## src/rtl/logic_unit_iter.sv

```systemverilog
`default_nettype none
// ============================================================================
//  Module      : logic_unit_iter
//  Description : Multi-cycle bitwise logic unit (AND/OR/XOR/NOR) on two
//                WIDTH-bit operands. It handles SLICE bits per clock, LSB
//                slice first, and uses a start/busy/done handshake. Raises a
//                zero flag with each result.
//                Optional macro LOGIC_PARITY_EN adds a parity output that is
//                accumulated slice by slice.
//  Revision    : 1.0 - initial release
// ============================================================================
module logic_unit_iter #(
    parameter int WIDTH = 32,
    parameter int SLICE = 8
) (
    input  logic             clk,
    input  logic             rst_n,
    input  logic             start,
    input  logic [1:0]       op,
    input  logic [WIDTH-1:0] in1,
    input  logic [WIDTH-1:0] in2,
    output logic             busy,
    output logic             done,
    output logic [WIDTH-1:0] out,
`ifdef LOGIC_PARITY_EN
    output logic             zero,
    output logic             parity
`else
    output logic             zero
`endif
);

    localparam int C_NSLICE = WIDTH / SLICE;
    localparam int C_IDXW   = (C_NSLICE > 1) ? $clog2(C_NSLICE) : 1;

    // A slice size that does not tile the operand width cannot be built.
    generate
        if ((WIDTH % SLICE) != 0) begin : g_bad_slice
            $error("logic_unit_iter: WIDTH must be a multiple of SLICE");
        end
    endgenerate

    typedef enum logic [1:0] {
        ST_IDLE = 2'd0,
        ST_RUN  = 2'd1,
        ST_DONE = 2'd2
    } state_t;

    state_t                            state_q, state_d;
    logic [C_NSLICE-1:0][SLICE-1:0]    a_q, a_d;
    logic [C_NSLICE-1:0][SLICE-1:0]    b_q, b_d;
    logic [C_NSLICE-1:0][SLICE-1:0]    acc_q, acc_d;
    logic [1:0]                        op_q, op_d;
    logic [C_IDXW-1:0]                 idx_q, idx_d;
    logic [WIDTH-1:0]                  out_q, out_d;
    logic                              zero_q, zero_d;
`ifdef LOGIC_PARITY_EN
    logic                              par_acc_q, par_acc_d;
    logic                              parity_q, parity_d;
`endif

    logic [SLICE-1:0]                  w_sa;
    logic [SLICE-1:0]                  w_sb;
    logic [SLICE-1:0]                  w_res;
    logic                              w_last;

    // Select the current slice of the latched operands and apply the operation.
    always_comb begin
        w_sa = '0;
        w_sb = '0;
        for (int s = 0; s < C_NSLICE; s++) begin
            if (int'(idx_q) == s) begin
                w_sa = a_q[s];
                w_sb = b_q[s];
            end
        end
        case (op_q)
            2'b00:   w_res = w_sa & w_sb;
            2'b01:   w_res = w_sa | w_sb;
            2'b10:   w_res = w_sa ^ w_sb;
            default: w_res = ~(w_sa | w_sb);
        endcase
        w_last = (int'(idx_q) == (C_NSLICE - 1));
    end

    // Next-state logic: sequence the FSM, fill the accumulator and publish results.
    always_comb begin
        state_d = state_q;
        a_d     = a_q;
        b_d     = b_q;
        op_d    = op_q;
        acc_d   = acc_q;
        idx_d   = idx_q;
        out_d   = out_q;
        zero_d  = zero_q;
`ifdef LOGIC_PARITY_EN
        par_acc_d = par_acc_q;
        parity_d  = parity_q;
`endif
        case (state_q)
            ST_RUN: begin
                for (int s = 0; s < C_NSLICE; s++) begin
                    if (int'(idx_q) == s) begin
                        acc_d[s] = w_res;
                    end
                end
`ifdef LOGIC_PARITY_EN
                par_acc_d = par_acc_q ^ (^w_res);
`endif
                if (w_last) begin
                    // The result includes the slice written on this same edge.
                    state_d = ST_DONE;
                    idx_d   = '0;
                    out_d   = acc_d;
                    zero_d  = (acc_d == '0);
`ifdef LOGIC_PARITY_EN
                    parity_d = par_acc_d;
`endif
                end else begin
                    idx_d = idx_q + 1'b1;
                end
            end
            default: begin
                // IDLE and DONE both accept a new request; DONE allows back-to-back.
                if (start) begin
                    state_d = ST_RUN;
                    a_d     = in1;
                    b_d     = in2;
                    op_d    = op;
                    acc_d   = '0;
                    idx_d   = '0;
`ifdef LOGIC_PARITY_EN
                    par_acc_d = 1'b0;
`endif
                end else begin
                    state_d = ST_IDLE;
                end
            end
        endcase
    end

    // State and datapath registers with asynchronous clear.
    always_ff @(posedge clk or negedge rst_n) begin
        if (!rst_n) begin
            state_q <= ST_IDLE;
            a_q     <= '0;
            b_q     <= '0;
            op_q    <= '0;
            acc_q   <= '0;
            idx_q   <= '0;
            out_q   <= '0;
            zero_q  <= 1'b0;
`ifdef LOGIC_PARITY_EN
            par_acc_q <= 1'b0;
            parity_q  <= 1'b0;
`endif
        end else begin
            state_q <= state_d;
            a_q     <= a_d;
            b_q     <= b_d;
            op_q    <= op_d;
            acc_q   <= acc_d;
            idx_q   <= idx_d;
            out_q   <= out_d;
            zero_q  <= zero_d;
`ifdef LOGIC_PARITY_EN
            par_acc_q <= par_acc_d;
            parity_q  <= parity_d;
`endif
        end
    end

    assign busy = (state_q == ST_RUN);
    assign done = (state_q == ST_DONE);
    assign out  = out_q;
    assign zero = zero_q;
`ifdef LOGIC_PARITY_EN
    assign parity = parity_q;
`endif

endmodule
`default_nettype wire

```

## config.mk

```make
export PLATFORM = sky130hd
export DESIGN_NAME = logic_unit_iter
export DESIGN_NICKNAME = d
export VERILOG_FILES = /design/src/rtl/logic_unit_iter.sv
export SDC_FILE = /design/constraint.sdc
export NUM_CORES = 1
export LEC_CHECK = 0
export ABC_AREA = 0
export BUFFER_PORTS_ARGS = -buffer_cell sky130_fd_sc_hd__buf_2
export CAP_MARGIN = 20
export CORE_MARGIN = 4
export CORE_UTILIZATION = 45
export CTS_CLUSTER_SIZE = 12
export DETAILED_ROUTE_END_ITERATION = 12
export PLACE_DENSITY = 0.78
export SYNTH_ARGS = -nofsm -noshare
export SYNTH_HDL_FRONTEND = slang
export SYNTH_SLANG_ARGS = --single-unit
```

## constraint.sdc

```tcl
create_clock -name clk -period 6.3 [get_ports clk]
set_input_delay 1.26 -clock clk [delete_from_list [all_inputs] [get_ports clk]]
set_output_delay 1.26 -clock clk [all_outputs]
set_load 0.01 [all_outputs]
```

==> results.sh <==
export IMPL_status="finished, final reports clean"
export IMPL_synth_edff_count=0
export IMPL_num_fill_cells=1284
export IMPL_ys_top_cells_by_area="dfrtp_1 (50%), mux2_2 (12%), ha_1 (3.8%)"
export IMPL_syn_to_final_growth_pct=17.9
export IMPL_dieArea_um2=16700
export IMPL_gr_usage_met3_pct=6.14
export IMPL_ff_latch_area_um2=3280
export IMPL_synthSimpleGateAreaFrac_pct=9.38
export IMPL_std_cell_rows=44
export IMPL_grt_ovfl_total=0
export IMPL_initial_core_util_pct=45.6
export IMPL_die_w_um=129
export IMPL_core_um2=14500
export IMPL_rsz0062_at_grt="no"
export IMPL_timing_final_crit_share_pct=69.9
export IMPL_ios=104
export IMPL_rrSetupSlack_ns=1.90
export IMPL_drt_initial_drc_count=336
export IMPL_synth_top_family_by_area="compound AO/OA/AOI/OAI gates"
export IMPL_hold_violations=0
export IMPL_synth_fa_ha_area_share_pct=3.79
export IMPL_clkTransAtPathRegs_ns=0.05
export IMPL_detail_route_antenna_nets=0
export IMPL_setup_slack_ns=1.90
export IMPL_tritoncts="built"
export IMPL_num_vias=5130
export IMPL_wirelength_um=16400
export IMPL_final_max_slew_viol_count=0
export IMPL_cp_max_fo=30
export IMPL_synth_top_cell_area_share_pct=49.6
export IMPL_ctsLongestPathBuffers=2
export IMPL_cts_resized=0
export IMPL_max_freq_mhz=227
export IMPL_met2_usage_pct=31.2
export IMPL_synth_seq_cells=131
export IMPL_htree_levels=4
export IMPL_clkSinkCount=131
export IMPL_cp_start_kind="flop"
export IMPL_syn_avg_cell_area_um2=10.8
export IMPL_cp_data_required_time_ns=6.63
export IMPL_synth_distinct_cells=56
export IMPL_grt_pass1_vias=5084
export IMPL_crit_type="reg2reg"
export IMPL_numCtsBuffers=17
export IMPL_irDropWorstVdd_uv=280
export IMPL_r2r_end="zero"
export IMPL_drt_wirelength_per_cell_um=18.3
export IMPL_drcViolationCount=0
export IMPL_multi_input_area_um2=3090
export IMPL_postCtsHoldBufs=0
export IMPL_viasPerCell=5.70
export IMPL_min_to="out[20]"
export IMPL_synth_area_um2=6610
export IMPL_dp_slack_ns=2.03
export IMPL_grt_usage_pct=20.6
export IMPL_r2r_start="idx_q[0]"
export IMPL_ys_dominant_reg_cell="dfrtp_1"
export IMPL_synthArstFlopShare_pct=100
export IMPL_grt_first_pass_wirelength_um=26700
export IMPL_ys_seq_area_share_pct=49.6
export IMPL_holdCritStartpoint="out[20]"
export IMPL_synth_cells=614
export IMPL_gp_congestion=0.891
export IMPL_p_leak_nw=3.74
export IMPL_arrival_ns=4.74
export IMPL_die_y_um=129
export IMPL_worst_hold_path_num_cells=2
export IMPL_synth_compound_area_share_pct=19.7
export IMPL_dp_hpwl_um=11300
export IMPL_fin_tns_setup_ns=0
export IMPL_layout_drive_gt1_share_pct=30.5
export IMPL_setup_violations=0
export IMPL_hold_class="reg2reg"
export IMPL_drt_pass1_iterations=5
export IMPL_reg2regPathDepth=16
export IMPL_io_buffers=103
export IMPL_end_kind="flop"
export IMPL_synth_top_cell_by_area="dfrtp_1"
export IMPL_grt_busiest_layer="met2"
export IMPL_relSlewSlack_pct=26.7
export IMPL_nets=791
export IMPL_synth_area_mux_share_pct=13.8
export IMPL_grt_antenna_before_repair=0
export IMPL_gr_usage_met1_pct=28.5
export IMPL_cts_setup_buffers=0
export IMPL_synthXorXnorAreaFrac_pct=0
export IMPL_grt_max_degree=75
export IMPL_whs_ns=0.468
export IMPL_root_buffer="clkbuf_16"
export IMPL_powerDensity_nw_per_um2=650
export IMPL_drv_cap=0
export IMPL_synth_fp_nets=703
export IMPL_skew_ns=0.00549
export IMPL_yosysWarnings=0
export IMPL_worst_slew_pin_transition_ns=1.10
export IMPL_finalCriticalPeriod_ns=4.40
export IMPL_clk_latency_ns=0.42
## cell usage in the layout (no fill, tap or decap), types with 2 or more instances in the layout
cell and n:
a22o_1 20, nor4_1 2, a21oi_1 32, o21ai_0 50, o2111ai_1 3, inv_1 9
ha_1 19, bufinv_16 2, a31o_2 2, dfrtp_1 131, nor2_1 53, o21ai_1 3
nor2b_1 3, a31oi_1 3, a211oi_1 13, nand2_2 2, clkbuf_1 9, o21a_1 2
nand3_1 3, inv_2 3, clkbuf_8 2, o31ai_1 4, nand2b_1 5, nand4_1 3
buf_2 102, and2_1 5, nand2_1 42, mux2_2 68, clkbuf_16 17, a21o_1 28
or3_1 5, nor3_1 9, a221o_1 14, or2_2 2, buf_4 9, mux2i_1 11
## worst max-delay path by stage
| stage | to | cells after the start | slack (ns) | startpoint |
|---|---|---|---|---|
| floorplan | zero | 16 | 3.12 | idx_q[0] |
| global placement | zero | 16 | 2.13 | idx_q[0] |
| detailed placement | zero | 16 | 2.03 | idx_q[0] |
| CTS | zero | 15 | 1.98 | idx_q[0] |
| global route | zero | 15 | 1.57 | idx_q[0] |
| finish | zero | 16 | 1.90 | idx_q[0] |
## area by class of cell
cell class              instances  area share [%]
flip-flops and latches        131            42.1
clock inverters                 4           0.932
diodes                          1          0.0321
multi-input cells             428            39.7
well taps                     184            2.96
clock buffers                  28            6.25
repair buffers                111            7.42
inverters                      13           0.659
## flip-flops by register name (all words and copies together) (netlist names)
register	count
idx_q	2
out	32
state_q	2
op_q	2
acc_q	28
a_q	32
zero	1
b_q	32
## through the flow
step,area (µm²),utilization (%),std cells,power (mW)
6_report,7790,53.8,900,5.07
5_1_grt,7790,53.8,899,5.44
4_1_cts,7790,53.8,899,5.06
3_5_place_dp,7230,49.9,867,4.09
3_3_place_gp,7230,49.9,867,4.02
2_1_floorplan,6610,-,614,3.36
## power breakdown
group | internal [mW] | switching (mW) | leakage [nW]
Sequential | 1.21 | 0.241 | 1.63
Combinational | 1.11 | 1.56 | 1.84
Clock | 0.602 | 0.339 | 0.267
## synthesized netlist by cell type, types with 3 or more instances
| cell | count |
|---|---|
| a31oi_1 | 3 |
| o21ai_1 | 3 |
| nand2_1 | 44 |
| a22o_1 | 20 |
| inv_1 | 9 |
| nand3_1 | 3 |
| o31ai_1 | 4 |
| nor2_1 | 53 |
| dfrtp_1 | 131 |
| a21oi_1 | 32 |
| o21ai_0 | 50 |
| and2_1 | 5 |
| clkbuf_1 | 27 |
| ha_1 | 20 |
| a211oi_1 | 13 |
| nor3_1 | 9 |
| mux2_2 | 68 |
| nand2b_1 | 5 |
| nor2b_1 | 3 |
| nand4_1 | 3 |
| buf_1 | 4 |
| a221o_1 | 14 |
| a21o_1 | 28 |
| o2111ai_1 | 3 |
| buf_2 | 7 |
| buf_6 | 3 |
| inv_2 | 3 |
| mux2i_1 | 11 |
| or3_1 | 5 |
## per-layer routing
layer	routed length, µm	up-vias
met4	357	0
met3	1220	33
met1	7520	2474
li1	-	2419
met5	0	-
met2	7350	204
## kinds of logic after synthesis
| group | count (synthesis) |
|---|---|
| buffers and inverters | 55 |
| AO/OA/AOI/OAI | 189 |
| multiplexers | 81 |
| adder cells (fa/ha/maj) | 20 |
| flip-flops | 131 |
| AND/OR/NAND/NOR | 138 |
## critical path, stage by stage (launching register included)
cell	delay [ns]
dfrtp_1	0.41
inv_1	0.15
ha_1	0.91
inv_1	0.23
nor2_1	0.18
buf_4	0.23
a221o_1	0.16
o21ai_0	0.12
nor2_1	0.17
a21oi_1	0.06
ha_1	0.28
mux2_4	0.31
nand2_1	0.08
o21a_1	0.38
a31oi_1	0.12
or3_1	0.35
o31ai_2	0.17
Note: power is estimated with default switching activity, not from simulation.
